===== src/rtl/alzette_dec_iter.sv =====
// ---------------------------------------------------------------------------
// alzette_dec_iter
//   Iterative, handshaked inverse Alzette ARX-box (decryption direction).
//   A packed {y,x} ciphertext state and a 3-bit constant selector are latched
//   on acceptance. The four inverse quarters are then undone over 4/QPC cycles,
//   QPC quarters per cycle, in the order 0,1,2,3.
//
//   Parameters
//     QPC        quarters per cycle: 1, 2 or 4
//   Ports
//     g_clk      clock, all state on rising edge
//     g_resetn   asynchronous active-low reset
//     in_valid   request valid
//     in_ready   unit idle, request accepted when in_valid & in_ready
//     in_data    {y[63:32], x[31:0]} ciphertext state
//     in_imm     round-constant select (0..7)
//     out_valid  result valid, held until out_ready
//     out_ready  consumer accepts result
//     out_data   {y,x} after the full inverse (zero when not valid)
// ---------------------------------------------------------------------------
module alzette_dec_iter #(
    parameter int QPC = 1
) (
    input  logic        g_clk,
    input  logic        g_resetn,
    input  logic        in_valid,
    output logic        in_ready,
    input  logic [63:0] in_data,
    input  logic [2:0]  in_imm,
    output logic        out_valid,
    input  logic        out_ready,
    output logic [63:0] out_data
);

    if (!(QPC == 1 || QPC == 2 || QPC == 4)) begin : g_bad_qpc
        $error("alzette_dec_iter: QPC must be 1, 2 or 4");
    end

    typedef enum logic [1:0] {
        ST_IDLE,
        ST_RUN,
        ST_DONE
    } state_t;

    state_t      r_state;
    state_t      w_next;
    logic [31:0] r_x;
    logic [31:0] r_y;
    logic [31:0] r_c;
    logic [1:0]  r_q;
    logic [31:0] w_x_nxt;
    logic [31:0] w_y_nxt;
    logic        w_last;
    logic        w_accept;

    function automatic logic [31:0] const_sel(input logic [2:0] sel);
        logic [31:0] c;
        unique case (sel)
            3'd0:    c = 32'hB7E15162;
            3'd1:    c = 32'hBF715880;
            3'd2:    c = 32'h38B4DA56;
            3'd3:    c = 32'h324E7738;
            3'd4:    c = 32'hBB1185EB;
            3'd5:    c = 32'h4F7C7B57;
            3'd6:    c = 32'hCFBFA1C8;
            default: c = 32'hC2B3293D;
        endcase
        return c;
    endfunction

    function automatic logic [31:0] ror32(input logic [31:0] v, input int unsigned n);
        // n == 0 makes the left shift 32 wide, which yields zero: plain v.
        return (v >> n) | (v << (32 - n));
    endfunction

    // One inverse quarter k: x^=c; y^=ror(x,RX[k]); x-=ror(y,RY[k]).
    function automatic logic [63:0] quarter(input logic [31:0] x_in,
                                            input logic [31:0] y_in,
                                            input logic [31:0] c,
                                            input logic [1:0]  k);
        int unsigned rx;
        int unsigned ry;
        logic [31:0] x;
        logic [31:0] y;
        unique case (k)
            2'd0:    begin rx = 16; ry = 24; end
            2'd1:    begin rx = 31; ry = 0;  end
            2'd2:    begin rx = 17; ry = 17; end
            default: begin rx = 24; ry = 31; end
        endcase
        x = x_in ^ c;
        y = y_in ^ ror32(x, rx);
        x = x - ror32(y, ry);
        return {y, x};
    endfunction

    // Chain of QPC quarters starting at the current quarter index.
    always_comb begin
        w_x_nxt = r_x;
        w_y_nxt = r_y;
        for (int unsigned i = 0; i < QPC; i++) begin
            {w_y_nxt, w_x_nxt} = quarter(w_x_nxt, w_y_nxt, r_c, r_q + 2'(i));
        end
    end

    assign w_last   = (r_q == 2'(4 - QPC));
    assign w_accept = (r_state == ST_IDLE) && in_valid;

    // State register
    always_ff @(posedge g_clk or negedge g_resetn) begin
        if (!g_resetn) begin
            r_state <= ST_IDLE;
        end else begin
            r_state <= w_next;
        end
    end

    // Next-state logic
    always_comb begin
        w_next = r_state;
        unique case (r_state)
            ST_IDLE: if (in_valid)  w_next = ST_RUN;
            ST_RUN:  if (w_last)    w_next = ST_DONE;
            ST_DONE: if (out_ready) w_next = ST_IDLE;
            default:                w_next = ST_IDLE;
        endcase
    end

    // Output logic
    always_comb begin
        in_ready  = (r_state == ST_IDLE);
        out_valid = (r_state == ST_DONE);
        out_data  = (r_state == ST_DONE) ? {r_y, r_x} : '0;
    end

    // Datapath: latch on accept, step quarters while running. The counter
    // advancing past quarter 3 wraps it back to zero for the next request.
    always_ff @(posedge g_clk or negedge g_resetn) begin
        if (!g_resetn) begin
            r_x <= '0;
            r_y <= '0;
            r_c <= '0;
            r_q <= '0;
        end else if (w_accept) begin
            r_x <= in_data[31:0];
            r_y <= in_data[63:32];
            r_c <= const_sel(in_imm);
            r_q <= '0;
        end else if (r_state == ST_RUN) begin
            r_x <= w_x_nxt;
            r_y <= w_y_nxt;
            r_q <= r_q + 2'(QPC);
        end
    end

endmodule

===== config.mk =====
export PLATFORM = sky130hd
export DESIGN_NAME = alzette_dec_iter
export DESIGN_NICKNAME = d
export VERILOG_FILES = /design/src/rtl/alzette_dec_iter.sv
export SDC_FILE = /design/constraint.sdc
export NUM_CORES = 1
export LEC_CHECK = 0
export ABC_AREA = 1
export BUFFER_PORTS_ARGS = -buffer_cell sky130_fd_sc_hd__clkbuf_2
export CAP_MARGIN = 20
export CORE_MARGIN = 1
export CORE_UTILIZATION = 55
export CTS_BUF_LIST = sky130_fd_sc_hd__clkbuf_8
export DETAILED_ROUTE_END_ITERATION = 16
export PLACE_DENSITY = 0.76
export RECOVER_POWER = 50
export SYNTH_ARGS = -nofsm -noshare
export SYNTH_HDL_FRONTEND = slang
export SYNTH_SLANG_ARGS = --single-unit

===== constraint.sdc =====
create_clock -name g_clk -period 5 [get_ports g_clk]
set_input_delay 0.5 -clock g_clk [delete_from_list [all_inputs] [get_ports g_clk]]
set_output_delay 0.5 -clock g_clk [all_outputs]
set_load 0.01 [all_outputs]

==> flow_metrics.tcl <==
set metrics [dict create \
    hold_viol_final 0 \
    path_common_cell "nand2_1" \
    min_path_type "input port to flop" \
    die_h_um 142 \
    required_ns 5.27 \
    drive_gt1_share_pct 28.1 \
    fin_nets 2242 \
    fin_crit_sh_pct 98.6 \
    tightest_slew_ns 3.03 \
    fin_worst_skew_ns 0.0268 \
    multi_input_area_um2 8110 \
    synth_seq_cells 97 \
    syn-instance-count 1837 \
    ys_warn_count 0 \
    synth_cell_types 44 \
    rows 50 \
    synth_nets 1946 \
    grt_usage_pct 48.6 \
    cts_sinks 97 \
    first_global_vias 13157 \
    max_stage_delay_ns 0.40 \
    finalWirelength_um 50800 \
    cp_max_fo 8 \
    gr-total-overflow 0 \
    vias_per_cell 6.19 \
    critPathKind "flop to flop" \
    period_minus_slack_ns 4.93 \
    final_util_pct 76.7 \
    setup-violations-final 0 \
    grt_max_degree 91 \
    ys.flop_type "dfrtp_1" \
    layout_commonest_cell "nand2_1" \
    ios 137 \
    worstSetupStartpointType "flop" \
    io_buffers 136 \
    grt_pass1_wl_um 74000 \
    cap_violations 1 \
    relSlewSlack_pct -102 \
    place_hpwl_um 37600 \
    firstDrtPassIters 7 \
    end_kind "flop" \
    numCtsBuffers 9 \
    cts_tree "done" \
    clkTransAtPathRegs_ns 0.14 \
    cp_slowest_cell "dfrtp_1" \
    cts-root-buf "clkbuf_8" \
    antenna_found_initial 0 \
    nFillCells 1543 \
    cts-hold-fix-buffers 0 \
    mostFrequentLayoutCells "552 x nand2_1, 239 x nand3_1, 228 x buf_4, 170 x inv_1, 138 x nor2_1" \
    clock.fmax_ghz 0.203 \
    syn_area_per_cell_um2 5.86 \
    area.growth.synth_to_final_pct 35.1 \
    diodes 0 \
    critPathArrivalTime_ns 5.20 \
    clock_path_buffers 2 \
    core_area_um2 19000 \
    insertion_delay_ns 0.42 \
    synth_top_area_share_pct 22.5 \
    rsz0062_at_grt "yes" \
    slew_viol_final 52 \
    drt_iter0_drc 2174 \
    wl_per_cell_um 21.2 \
    ant_nets 0 \
    h-tree-depth 3 \
    synth_area_leader_cell "dfrtp_1" \
    synthTopCellsByArea "dfrtp_1 23%, nand2_1 21%, nand3_1 13%" \
    hold_ws_ns 0.270 \
    ff_latch_area_um2 2430 \
    drc_errors 0 \
    violations "max-capacitance violations, max-slew violations" \
    yosysSeqAreaShare_pct 22.5 \
    outcome "finished with violations" \
    synthesis.area_um2 10800 \
    dr_total_vias 14845 \
    synth_edf_count 0 \
    die_w_um 142 \
    die_area_um2 20100 \
    initial_core_util_pct 56.8 \
    async_flop_share_pct 100 \
    gp_congestion 1.08 \
]
## worst max-delay path: cells and delay by family (launching register included)
| kind | cells | cell delay (ns) |
|---|---|---|
| AND/OR/NAND/NOR | 14 | 1.53 |
| AO/OA/AOI/OAI | 8 | 1.30 |
| buffers and inverters | 7 | 0.74 |
| adder cells (fa/ha/maj) | 2 | 0.64 |
| flip-flops | 1 | 0.40 |
| XOR/XNOR | 1 | 0.17 |
## through the flow
| step | worst slack [ns] | cells | TNS [ns] | cell area [um^2] |
|---|---|---|---|---|
| 2_1_floorplan | 0.412 | 1837 | 0 | 10800 |
| 3_3_place_gp | -0.412 | 2339 | -1.36 | 13000 |
| 3_5_place_dp | -0.480 | 2339 | -2.43 | 13000 |
| 4_1_cts | 0.00224 | 2361 | 0 | 13300 |
| 5_1_grt | -0.149 | 2398 | -1.20 | 14500 |
| 6_report | 0.0714 | 2398 | 0 | 14500 |
## layer usage
layer  wire, um  track usage [%]
met3       6610             9.38
met5          0                0
met1      18800             63.8
met4       4300             33.9
met2      21100             71.8
## timing repair
item | in CTS | in global routing
resized for setup | 27 | 210
pin swaps | 5 | 62
setup endpoints to repair | 17 | 25
gates cloned | 0 | 4
setup buffers | 6 | 33
## cells in the mapped netlist, drive strengths merged, types with 12 or more instances
| library cell | number |
|---|---|
| o22ai | 17 |
| dfrtp | 97 |
| nor2 | 152 |
| a21oi | 74 |
| inv | 185 |
| o221ai | 36 |
| clkbuf | 61 |
| a31oi | 14 |
| nand3 | 276 |
| o211ai | 23 |
| ha | 37 |
| nand4 | 12 |
| buf | 39 |
| nand2 | 601 |
| o21ai | 110 |
| xnor2 | 12 |
| xor2 | 35 |
## worst paths after layout
check / from / to / slack [ns] / cells past startpoint
worst max-delay path: r_q[1] / r_x[29] / 0.07 / 32
worst min-delay path: out_ready / r_state[1] / 0.27 / 2
worst max register to register: r_q[1] / r_x[29] / 0.07 / 32
worst min register to register: r_c[19] / r_c[19] / 0.53 / 2
max in group asynchronous: g_resetn / r_x[26] / 2.03 / 2
min in group asynchronous: g_resetn / r_y[28] / 1.06 / 1
## final cells by class
type                    instances  share of cell area (%)
flip-flops and latches         97                    16.7
repair buffers                385                    18.9
clock buffers                   9                   0.852
well taps                     260                    2.24
clock inverters                 7                   0.628
inverters                     187                    4.92
multi-input cells            1453                    55.8
## logic make-up (layout without fill, tap and decap cells)
kind of cell / count (synthesis) / count (layout) / synth area share (%)
flip-flops: 97 / 97 / 22.5
adder cells (fa/ha/maj): 38 / 38 / 4.49
AND/OR/NAND/NOR: 1065 / 1065 / 41.3
buffers and inverters: 287 / 588 / 10.4
AO/OA/AOI/OAI: 303 / 303 / 17.1
XOR/XNOR: 47 / 47 / 4.21
## flip-flops by register name (all words and copies together), names as in the netlist
signal and flops:
r_q 2, r_c 29, r_y 32, r_x 32, r_state 2
Power is left out: the tool's default activity adds up to more than one toggle a clock period on the data nets, which glitch-free logic cannot reach.
